**src/rtl/alu_pkg.sv**
```systemverilog
// ============================================================================
// Module   : alu_pkg
// Purpose  : Shared ALU op codes, RV32I opcode constants and decoded-entry type.
// Revision : 1.0 - initial release
// ============================================================================
`default_nettype none

package alu_pkg;

  typedef enum logic [3:0] {
    ALU_ADD   = 4'b0000,
    ALU_SUB   = 4'b1000,
    ALU_SLL   = 4'b0001,
    ALU_SLT   = 4'b0010,
    ALU_SLTU  = 4'b0011,
    ALU_XOR   = 4'b0100,
    ALU_SRL   = 4'b0101,
    ALU_SRA   = 4'b1101,
    ALU_OR    = 4'b0110,
    ALU_AND   = 4'b0111,
    ALU_EQ    = 4'b1010,
    ALU_EQU   = 4'b1011,
    ALU_PASSB = 4'b1111
  } alu_op_e;

  localparam logic [6:0] c_OPC_OP     = 7'b0110011;
  localparam logic [6:0] c_OPC_OP_IMM = 7'b0010011;
  localparam logic [6:0] c_OPC_LUI    = 7'b0110111;
  localparam logic [6:0] c_OPC_BRANCH = 7'b1100011;

  localparam logic [6:0] c_F7_BASE = 7'b0000000;
  localparam logic [6:0] c_F7_ALT  = 7'b0100000;

  typedef struct packed {
    alu_op_e     sel;
    logic [31:0] a;
    logic [31:0] b;
    logic        invert;
    logic        branch;
    logic        illegal;
  } dec_t;

  // funct3 to ALU op for the funct7=0000000 flavour of OP / OP-IMM
  function automatic alu_op_e base_op(input logic [2:0] funct3);
    case (funct3)
      3'b000:  return ALU_ADD;
      3'b001:  return ALU_SLL;
      3'b010:  return ALU_SLT;
      3'b011:  return ALU_SLTU;
      3'b100:  return ALU_XOR;
      3'b101:  return ALU_SRL;
      3'b110:  return ALU_OR;
      default: return ALU_AND;
    endcase
  endfunction

endpackage

`default_nettype wire

```
**src/rtl/alu_decode_comb.sv**
```systemverilog
// ============================================================================
// Module   : alu_decode_comb
// Purpose  : Combinational RV32I decode into ALU op, operands and flags.
//            Branch decode is present only when ALU_DECODE_BRANCH_EN is defined.
// Revision : 1.0 - initial release
// ============================================================================
`default_nettype none

module alu_decode_comb
  import alu_pkg::*;
(
  input  logic [31:0] i_instr,
  input  logic [31:0] i_rs1,
  input  logic [31:0] i_rs2,
  output dec_t        o_dec
);

  logic [6:0]  w_opcode;
  logic [2:0]  w_funct3;
  logic [6:0]  w_funct7;
  logic [31:0] w_imm_i;
  logic        w_ok;
  dec_t        w_dec;
  logic        w_unused;

  assign w_opcode = i_instr[6:0];
  assign w_funct3 = i_instr[14:12];
  assign w_funct7 = i_instr[31:25];
  assign w_imm_i  = {{20{i_instr[31]}}, i_instr[31:20]};
  assign w_unused = ^{i_instr[19:15], i_instr[11:7]};

  always_comb begin
    w_dec = '0;
    w_ok  = 1'b0;
    case (w_opcode)
      c_OPC_OP: begin
        w_dec.a = i_rs1;
        w_dec.b = i_rs2;
        if (w_funct7 == c_F7_BASE) begin
          w_dec.sel = base_op(w_funct3);
          w_ok      = 1'b1;
        end else if (w_funct7 == c_F7_ALT && w_funct3 == 3'b000) begin
          w_dec.sel = ALU_SUB;
          w_ok      = 1'b1;
        end else if (w_funct7 == c_F7_ALT && w_funct3 == 3'b101) begin
          w_dec.sel = ALU_SRA;
          w_ok      = 1'b1;
        end
      end
      c_OPC_OP_IMM: begin
        w_dec.a = i_rs1;
        w_dec.b = w_imm_i;
        case (w_funct3)
          3'b001: begin
            w_dec.sel = ALU_SLL;
            w_ok      = (w_funct7 == c_F7_BASE);
          end
          3'b101: begin
            w_dec.sel = (w_funct7 == c_F7_ALT) ? ALU_SRA : ALU_SRL;
            w_ok      = (w_funct7 == c_F7_BASE) || (w_funct7 == c_F7_ALT);
          end
          // funct3 000 is addi regardless of imm bits: there is no subi
          default: begin
            w_dec.sel = base_op(w_funct3);
            w_ok      = 1'b1;
          end
        endcase
      end
      c_OPC_LUI: begin
        w_dec.sel = ALU_PASSB;
        w_dec.b   = {i_instr[31:12], 12'h000};
        w_ok      = 1'b1;
      end
`ifdef ALU_DECODE_BRANCH_EN
      c_OPC_BRANCH: begin
        w_dec.a      = i_rs1;
        w_dec.b      = i_rs2;
        w_dec.branch = 1'b1;
        w_dec.invert = w_funct3[0];
        w_ok         = 1'b1;
        case (w_funct3)
          3'b000, 3'b001: w_dec.sel = ALU_EQ;
          3'b100, 3'b101: w_dec.sel = ALU_SLT;
          3'b110, 3'b111: w_dec.sel = ALU_SLTU;
          default:        w_ok      = 1'b0;
        endcase
      end
`endif
      default: ;
    endcase
    // Any illegal encoding collapses to a clean all-zero entry with the flag set
    if (!w_ok) begin
      w_dec         = '0;
      w_dec.illegal = 1'b1;
    end
  end

  assign o_dec = w_dec;

endmodule

`default_nettype wire

```
**src/rtl/alu_decode.sv**
```systemverilog
// ============================================================================
// Module   : alu_decode
// Purpose  : RV32I ALU decode stage with a 2-entry output FIFO (skid buffer).
//            Optional branch decode enabled by macro ALU_DECODE_BRANCH_EN.
// Revision : 1.0 - initial release
// ============================================================================
`default_nettype none

module alu_decode
  import alu_pkg::*;
(
  input  logic        clk,
  input  logic        rst_n,
  input  logic        in_valid,
  output logic        in_ready,
  input  logic [31:0] in_instr,
  input  logic [31:0] in_rs1,
  input  logic [31:0] in_rs2,
  output logic        out_valid,
  input  logic        out_ready,
  output logic [3:0]  out_select,
  output logic [31:0] out_a,
  output logic [31:0] out_b,
  output logic        out_invert,
  output logic        out_branch,
  output logic        out_illegal
);

  dec_t       w_dec;
  dec_t       w_head;
  dec_t       r_mem [2];
  logic       r_wr_ptr;
  logic       r_rd_ptr;
  logic [1:0] r_count;
  logic       w_push;
  logic       w_pop;

  alu_decode_comb u_comb (
    .i_instr (in_instr),
    .i_rs1   (in_rs1),
    .i_rs2   (in_rs2),
    .o_dec   (w_dec)
  );

  // in_ready depends only on occupancy, so a full FIFO refuses even while draining
  assign in_ready  = (r_count != 2'd2);
  assign out_valid = (r_count != 2'd0);
  assign w_push    = in_valid & in_ready;
  assign w_pop     = out_valid & out_ready;

  always_ff @(posedge clk or negedge rst_n) begin
    if (!rst_n) begin
      r_count  <= 2'd0;
      r_wr_ptr <= 1'b0;
      r_rd_ptr <= 1'b0;
      r_mem[0] <= '0;
      r_mem[1] <= '0;
    end else begin
      if (w_push) begin
        r_mem[r_wr_ptr] <= w_dec;
        r_wr_ptr        <= ~r_wr_ptr;
      end
      if (w_pop) begin
        r_rd_ptr <= ~r_rd_ptr;
      end
      case ({w_push, w_pop})
        2'b10:   r_count <= r_count + 2'd1;
        2'b01:   r_count <= r_count - 2'd1;
        default: r_count <= r_count;
      endcase
    end
  end

  assign w_head      = r_mem[r_rd_ptr];
  assign out_select  = w_head.sel;
  assign out_a       = w_head.a;
  assign out_b       = w_head.b;
  assign out_invert  = w_head.invert;
  assign out_branch  = w_head.branch;
  assign out_illegal = w_head.illegal;

endmodule

`default_nettype wire

```
**config.mk**
```make
export PLATFORM = sky130hd
export DESIGN_NAME = alu_decode
export DESIGN_NICKNAME = d
export VERILOG_FILES = /design/src/rtl/alu_pkg.sv /design/src/rtl/alu_decode_comb.sv /design/src/rtl/alu_decode.sv
export SDC_FILE = /design/constraint.sdc
export NUM_CORES = 1
export LEC_CHECK = 0
export ABC_AREA = 1
export CORE_UTILIZATION = 58
export CTS_CLUSTER_SIZE = 8
export DETAILED_ROUTE_END_ITERATION = 10
export DONT_BUFFER_PORTS = 1
export PLACE_DENSITY = 0.75
export SKIP_LAST_GASP = 1
export SLEW_MARGIN = 10
export SYNTH_ARGS = -nofsm -noshare
export SYNTH_HDL_FRONTEND = slang
export SYNTH_SLANG_ARGS = --single-unit
```
**constraint.sdc**
```tcl
create_clock -name clk -period 1.8 [get_ports clk]
set_input_delay 0.45 -clock clk [delete_from_list [all_inputs] [get_ports clk]]
set_output_delay 0.45 -clock clk [all_outputs]
set_load 0.02 [all_outputs]
```
==> results of run 1 <==
power groups by stage:
stage | clock [mW] | combinational [mW] | sequential [mW]
5_1_grt | 3.65 | 2.48 | 3.37
4_1_cts | 3.50 | 2.31 | 3.36
6_report | 3.45 | 2.34 | 3.36
3_3_place_gp | 0 | 2.09 | 3.40
2_1_floorplan | 0 | 1.32 | 3.37
3_5_place_dp | 0 | 2.11 | 3.40
routing by layer:
layer,wire length [um],vias up,global-route usage
met5,0,-,0
met4,390,0,0.116
met3,1880,27,0.0968
met2,9430,277,0.504
met1,8090,3246,0.392
li1,-,3263,-
layout make-up:
| type | count | area (um2) |
|---|---|---|
| clock buffer | 28 | 547 |
| clock inverter | 4 | 47.5 |
| fill | 1110 | 4020 |
| inverter | 54 | 208 |
| multi-input combinational | 805 | 3600 |
| sequential | 142 | 3550 |
| tap | 172 | 215 |
| timing repair buffer | 30 | 435 |
placed cells by master, fill, tap and decap left out, types with 3 or more instances in the layout:
cell type,count
nand2_1,502
nand3_1,147
dfrtp_1,141
nand2_2,63
inv_1,44
nor2_1,39
clkbuf_16,17
o21ai_0,13
buf_4,13
buf_12,13
nand3_2,11
inv_2,9
nand2_4,9
clkbuf_8,8
nor2_2,5
clkbuf_1,3
what timing repair did:
item	in CTS	in global routing
setup endpoints to repair	69	69
gates cloned	2	0
gates resized for setup	83	7
endpoints found under the hold margin	142	142
pin swaps	1	2
logic make-up after synthesis:
logic type      share of synthesized area
simple gates                        0.432
flops                               0.475
buf+inv                            0.0765
compound gates                     0.0107
xor+xnor                          0.00351
fa+ha+maj                         0.00167
other cells                      0.000502
how the worst max path moves through the flow:
stage / from / to / slack [ns] / cells past startpoint
global placement: in_instr[1] / r_mem[37] / 0.07 / 9
finish: r_rd_ptr / out_b[11] / -0.07 / 4
CTS: r_rd_ptr / out_b[11] / -0.09 / 4
floorplan: r_rd_ptr / out_a[25] / 0.04 / 6
detailed placement: in_instr[1] / r_mem[102] / 0.03 / 9
global route: r_rd_ptr / out_b[11] / -0.13 / 4
state kept, by name (all words and copies together), names as in the netlist:
register and flops:
r_count 2, r_wr_ptr 1, r_mem 138, r_rd_ptr 1
worst max-delay path, cell delays in order (launching register included):
cell and delay (ns):
dfrtp_2 0.46, clkinv_4 0.13, buf_12 0.17, nand2_1 0.11, nand2_4 0.12
metrics by stage:
stage          power [mW]  instances
2_1_floorplan        4.69       1071
3_3_place_gp         5.49       1201
3_5_place_dp         5.51       1201
4_1_cts              9.17       1235
5_1_grt              9.51       1235
6_report             9.16       1235
==> results by stage, run 1 <==
Routing:
- The number of vias after detailed routing is 6813.
- The average via count per standard cell is 5.52.
- The pre-antenna-repair detailed-routing pass consisted of 5 iterations.
- The post-detailed-route wirelength per cell is 16.0 um.
- The number of nets with antenna violations after detailed routing is 0.
- After detailed routing, the total wire length is 19.8 mm.
- After the first detailed-routing iteration, the DRC count stood at 538.
- The number of DRC violations after detailed routing is 0.

Cells and area:
- The area of all placed cells without fillers is between 0.008 and 0.009 mm2.
- After the last flow step, the layout net total stands at roughly 1200.
- The number of antenna diodes is 0.
- The fraction of final layout cells with drive strength greater than 1 is 0.152.
- The final core utilization is 0.682.
- The synthesis-to-finish area growth is 15.1%.

Global routing:
- The aggregate global-route resource usage is 0.311.
- The first global-routing pass estimated 31.7 mm of wire.
- The via count of the first global-routing pass is between 6000 and 7000.
- The initial antenna violation count is 0.
- The total global routing overflow is 0.
- The maximum number of pins on one net before global-route repair is 143.

Clock tree:
- The clock reaches the later pin of the worst-skew pair after 0.42 ns.
- The number of setup buffers added after CTS is 0.
- The number of buffers on the longest clock path is 2.
- In this run the number of H-tree levels came out at 4.
- The clock root buffer is clkbuf_16.
- The CTS clock-pin slew for the worst setup and hold paths is 0.06 ns.
- The tree built by TritonCTS fans out to around 140 sinks.
- Clock tree synthesis inserted a total of 17 buffers.
- The clock tree from TritonCTS is yes.

Die:
- The number of rows in the core area is 41.
- The die area is 0.0133 mm2.
- The region available for standard cell placement spans around 0.013 mm2.
- The top-level I/O count is about 170.
- The horizontal die dimension is 116 um.
- The initial utilization of the core area, before any placement, comes to 0.593.
- The die extent in y is 116 um.

Logic synthesis:
- After synthesis, the most frequently instantiated cells are nand2_1 (574), nand3_1 (148), dfrtp_1 (142).
- The sequential cell area fraction in the yosys report is 0.475.
- The number of warning messages in the yosys log is 0.
- The number of distinct library cells after synthesis is 28.
- Sorting the synthesized cells by area gives the leading types as dfrtp_1 (48%), nand2_1 (29%), nand3_1 (9.9%).
- In this run the cell area of the synthesized design comes to 0.00748 mm2.
- The synthesis-stage register bit count is between 100 and 150.
- After technology mapping, the gate count stands at 1070.
- The area share of the largest cell type after synthesis is 0.475.
- The fraction of registers with async set or reset after synthesis is 1.00.
- dfrtp_1 takes more of the synthesized area than any other cell.
- The most frequent cell after synthesis is nand2_1.
- The leading register cell type out of synthesis is dfrtp_1.
- The number of enable flip-flop cells after synthesis is 0.
- The mean instance size in the synthesized netlist is 6.99 um2.

Critical path:
- The critical path is of the reg -> out type.
- Data on the critical path arrives at its endpoint at 1.42 ns.
- The endpoint identified for the worst register-to-register timing path is r_count[1].
- Of all nets on the critical path, the largest fanout is 19.
- In this run the critical register-to-register path is launched from r_count[0].
- The type of destination of the critical path is a primary output.
- At the worst endpoint, the required time is 1.35 ns.
- The type of origin of the critical path is a flop.
- The number of cell instances on the worst register-to-register path is 8.
- Setup slack on the worst reg-to-reg path comes out at approximately 0.25 ns.

Run status:
- The run finished, with violations left.
- The final reports fail on negative hold slack, negative setup slack.

Placement:
- After legalization and detailed placement, the total HPWL measured 12.3 mm.
- At the placement stage, the worst setup path has a slack of between 0.02 and 0.03 ns.
- In this run the tool buffered the top-level ports with 0 buffer cells.
- The weighted congestion reported at the end of routability-driven placement is about 0.85.
- The post-detailed-placement cell area is approximately 0.0077 mm2.

STA:
- The clock skew after layout is between 0.005 and 0.006 ns.
- The number of hold violations in the final report is 142.
- The post-layout worst setup margin is -0.0699 ns.
- The final-report max-slew violation count is 0.
- The setup total negative slack is -2.30 ns.
- The minimum period implied by the final worst setup slack is approximately 1.9 ns.
- The number of failing setup endpoints in the final timing report is 69.
- Across all hold checks on the routed design, the worst slack comes to -0.272 ns.
- The highest achievable clock rate is 0.535 GHz.
- The post-route fraction of the period consumed by the critical path is 1.04.
- Setup repair after global routing could not meet its margin everywhere.

Pwr:
- The largest vdd supply drop is between 500 and 600 uV.
- The sequential share of power is 0.367.
- The cell leakage power is 4.85 nW.
- The analysis attributes to net switching a power of roughly 3 mW.
- Of the total power, combinational logic draws 0.256.
- The share of total power dissipated in the clock network is 0.377.
- The internal portion of the total power is 6.15 mW.
- The fraction of power spent switching nets is 0.328.
- The power per cell area is 1060 mW/mm2.

Run:
- Across the run, the number of max-cap violations was 0.

Worst hold path:
- The min-delay analysis places its worst path in the category in -> async.
(Power assumes the default switching activity.)
==> run 2, diff against run 1 <==
--- a/config.mk
+++ b/config.mk
@@ -11,6 +11,7 @@
 export DETAILED_ROUTE_END_ITERATION = 10
 export DONT_BUFFER_PORTS = 1
 export PLACE_DENSITY = 0.75
+export SETUP_SLACK_MARGIN = 0.15
 export SKIP_LAST_GASP = 1
 export SLEW_MARGIN = 10
 export SYNTH_ARGS = -nofsm -noshare
==> run 2 against run 1 <==
The flow still finishes with violations (negative hold slack, negative setup slack). Sequential cell count unchanged. Fmax fell by 1.3%. Clock power shrank 7.0%. Worst hold slack about the same. Critical endpoint is now out_b[12].
==> results by stage, run 2 (synthesis gave the netlist of run 1 again) <==
Pwr:
- The total internal power is 6.54 mW (+6.3%).
- The fraction of power spent switching nets was 0.347 (+0.0182).
- The largest vdd supply drop came to 1070 uV (+81%).
- The power consumption is 10.0 mW (+9.2%).
- The power per cell area is 1090 mW/mm2 (+2.9%).
- The sequential share of power is 0.334 (-0.033).
- The portion of total power attributed to the clock network is 0.321 (-0.056).
- The net load switching power is 3.47 mW (+15%).
- The part of the total power dissipated in combinational logic is 0.345 (+0.089).
- The cell leakage power is 5.16 nW (+6.4%).

STA:
- The final-report max-slew violation count is 0 (unchanged).
- The post-layout worst setup margin was -0.0954 ns (-0.0255 ns).
- The minimum period implied by the final worst setup slack is 1.90 ns (+0.0255 ns).
- The post-route fraction of the period consumed by the critical path was 1.05 (+0.0142).
- The number of failing setup endpoints in the final timing report came to 69 (unchanged).
- The setup total negative slack was -5.25 ns (-2.96 ns).
- The worst hold slack is -0.272 ns (-0.000253 ns).
- The highest achievable clock rate is 0.528 GHz (-1.3%).
- Setup repair after global routing could not meet its margin everywhere.
- The clock skew after layout was 0.00693 ns (+0.00133 ns).
- The number of hold violations in the final report is 142 (unchanged).

Critical path:
- The type of origin of the critical path is a flop.
- The worst path arrival time is 1.45 ns (+0.03 ns).
- STA classifies the critical path endpoint as a primary output.
- The critical path in this run is classified as reg -> out.
- The data required time of the critical path is 1.35 ns (about the same).
- The worst-path maximum fanout is 7 (-12).

Routing:
- The number of vias after detailed routing is 6938 (+1.8%).
- The starting DRC count in detailed routing is 678 (+26%).
- The average via count per standard cell came to 5.55 (+0.69%).
- The post-detailed-route wirelength per cell was 17.3 um (+8.2%).
- The number of DRC violations after detailed routing was 0 (unchanged).
- The overall routed net length was 21.7 mm (+9.4%).
- The number of nets with antenna violations after detailed routing is 0 (unchanged).
- The number of detailed-route iterations in the first pass is 5 (unchanged).

Clock tree:
- The number of buffers on the longest clock path is 2 (unchanged).
- The number of CTS-inserted buffers is 17 (unchanged).
- The total number of clock tree sinks is 142 (unchanged).
- The clock tree from TritonCTS is yes.
- The H-tree level count was 4 (unchanged).
- The CTS clock-pin slew for the worst setup and hold paths was 0.06 ns (about the same).
- The clock root buffer is clkbuf_16.
- The latest clock arrival within the worst-skew pair was 0.42 ns (about the same).

Cells and area:
- The count of fill cells added during filler insertion is 1030 (-7.2%).
- The register bank with the most flops is r_mem.
- The final core utilization came to 0.724 (+0.0422).
- The commonest non-fill, non-tap cell in the layout is nand2_1.
- The sequential cell area is 0.00355 mm2 (unchanged).
- The net total in the final layout is 1169 (+1.6%).
- The largest registers in the layout are r_mem (138), r_count (2).
- The fraction of final layout cells with drive strength greater than 1 was 0.194 (+0.0417).
- The total area of multi-input combinational cells is 0.00392 mm2 (+8.8%).
- The non-filler instance count after layout is 1249 (+1.1%).
- Compared with the post-synthesis result, the final layout area differs by 22.2%.
- The library cells used most frequently in the layout, excluding fill and tap cells, are nand2_1 (466), nand3_1 (147), dfrtp_1 (141).
- The number of antenna diodes is 0 (unchanged).
- The number of flip-flops in the largest register came to 138 (unchanged).

Placement:
- The weighted congestion reported at the end of routability-driven placement is 0.859 (+0.53%).
- The detailed-placement wirelength estimate was 12.6 mm (+2.4%).
- The number of buffers inserted by port buffering was 0 (unchanged).
- The pre-CTS setup slack was 0.0912 ns (+0.0644 ns).
- The number of instances in the placed design is 1205 (+0.33%).

Run status:
- The final reports fail on negative hold slack, negative setup slack.
- The flow ran to the end, but the final reports show violations.

Die:
- The die area was 0.0133 mm2 (unchanged).
- The horizontal die dimension came to 116 um (unchanged).
- The starting density of the core is 0.593 (unchanged).
- The top-level I/O count is 173 (unchanged).
- The area of the core is 0.0126 mm2 (unchanged).
- The die extent in y came to 116 um (unchanged).
- The number of rows in the core area is 41 (unchanged).

Global routing:
- The initial antenna violation count came to 0 (unchanged).
- The aggregate global-route resource usage came to 0.314 (+0.00309).
- The maximum number of pins on one net before global-route repair came to 143 (unchanged).
- The wire length of the first global-routing pass is 31.8 mm (+0.24%).
- The total global routing overflow is 0 (unchanged).
- The via count of the first global-routing pass is 6309 (+0.48%).

Run:
- The number of max-cap violations came to 0 (unchanged).

Worst hold path:
- The worst min-delay path class is in -> async.
-- run 2: path summary, 6_finish.rpt --
kind / from / endpoint / slack [ns] / cells after the start
worst max-delay path: r_rd_ptr / out_b[12] / -0.1 / 5
worst min-delay path: rst_n / r_mem[47] / -0.27 / 0
worst max register to register: r_count[1] / r_count[1] / 0.21 / 8
worst min register to register: r_mem[65] / r_mem[65] / 0.48 / 2
max in group asynchronous: rst_n / r_mem[31] / 1.83 / 0
min in group clk: in_rs1[11] / r_mem[46] / 0.25 / 4
-- run 2: repair_timing --
| action | in CTS | in global routing |
|---|---|---|
| endpoints found under the setup margin | 69 | 71 |
| cloned | 2 | 10 |
| gates resized for setup | 74 | 109 |
| pin swaps | 1 | 37 |
| buffers inserted | 0 | 4 |
| hold endpoints to repair | 142 | 142 |
-- run 2: cell type report --
cell class                      instances  area share
Tap cell                              172      0.0236
Sequential cell                       142       0.389
Timing Repair inverter                  1     0.00178
Clock buffer                           26      0.0535
Multi-Input combinational cell        805       0.428
Timing Repair Buffer                   47      0.0748
Inverter                               54      0.0251
Clock inverter                          2     0.00383
-- run 2: power by group through the flow --
stage,clock network (mW),logic (mW),registers (mW)
6_report,3.21,3.45,3.34
5_1_grt,3.40,3.59,3.35
4_1_cts,3.23,2.34,3.36
3_5_place_dp,0,2.12,3.40
3_3_place_gp,0,2.11,3.40
2_1_floorplan,0,1.33,3.37
-- run 2: per-layer routing --
layer | vias up | GRT usage | wire (um) | part of all wire
li1 | 3305 | - | - | -
met1 | 3266 | 0.382 | 8480 | 0.39
met2 | 315 | 0.512 | 10500 | 0.48
met3 | 52 | 0.0947 | 1990 | 0.092
met4 | 0 | 0.152 | 699 | 0.032
met5 | - | 0 | 0 | 0
-- run 2: through the flow --
| step | instance area, um2 | hold WS, ns |
|---|---|---|
| floorplan | 7480 | 0.154 |
| detailed placement | 7690 | 0.158 |
| global route | 9140 | -0.284 |
| CTS | 8470 | -0.289 |
| finish | 9140 | -0.272 |
| global placement | 7690 | 0.160 |
-- run 2: critical path, cell delays in order (launching register included) --
cell and delay [ns]:
dfrtp_2 0.42, buf_12 0.17, clkinv_16 0.09, buf_8 0.14
nand2_1 0.07, nand2_2 0.13
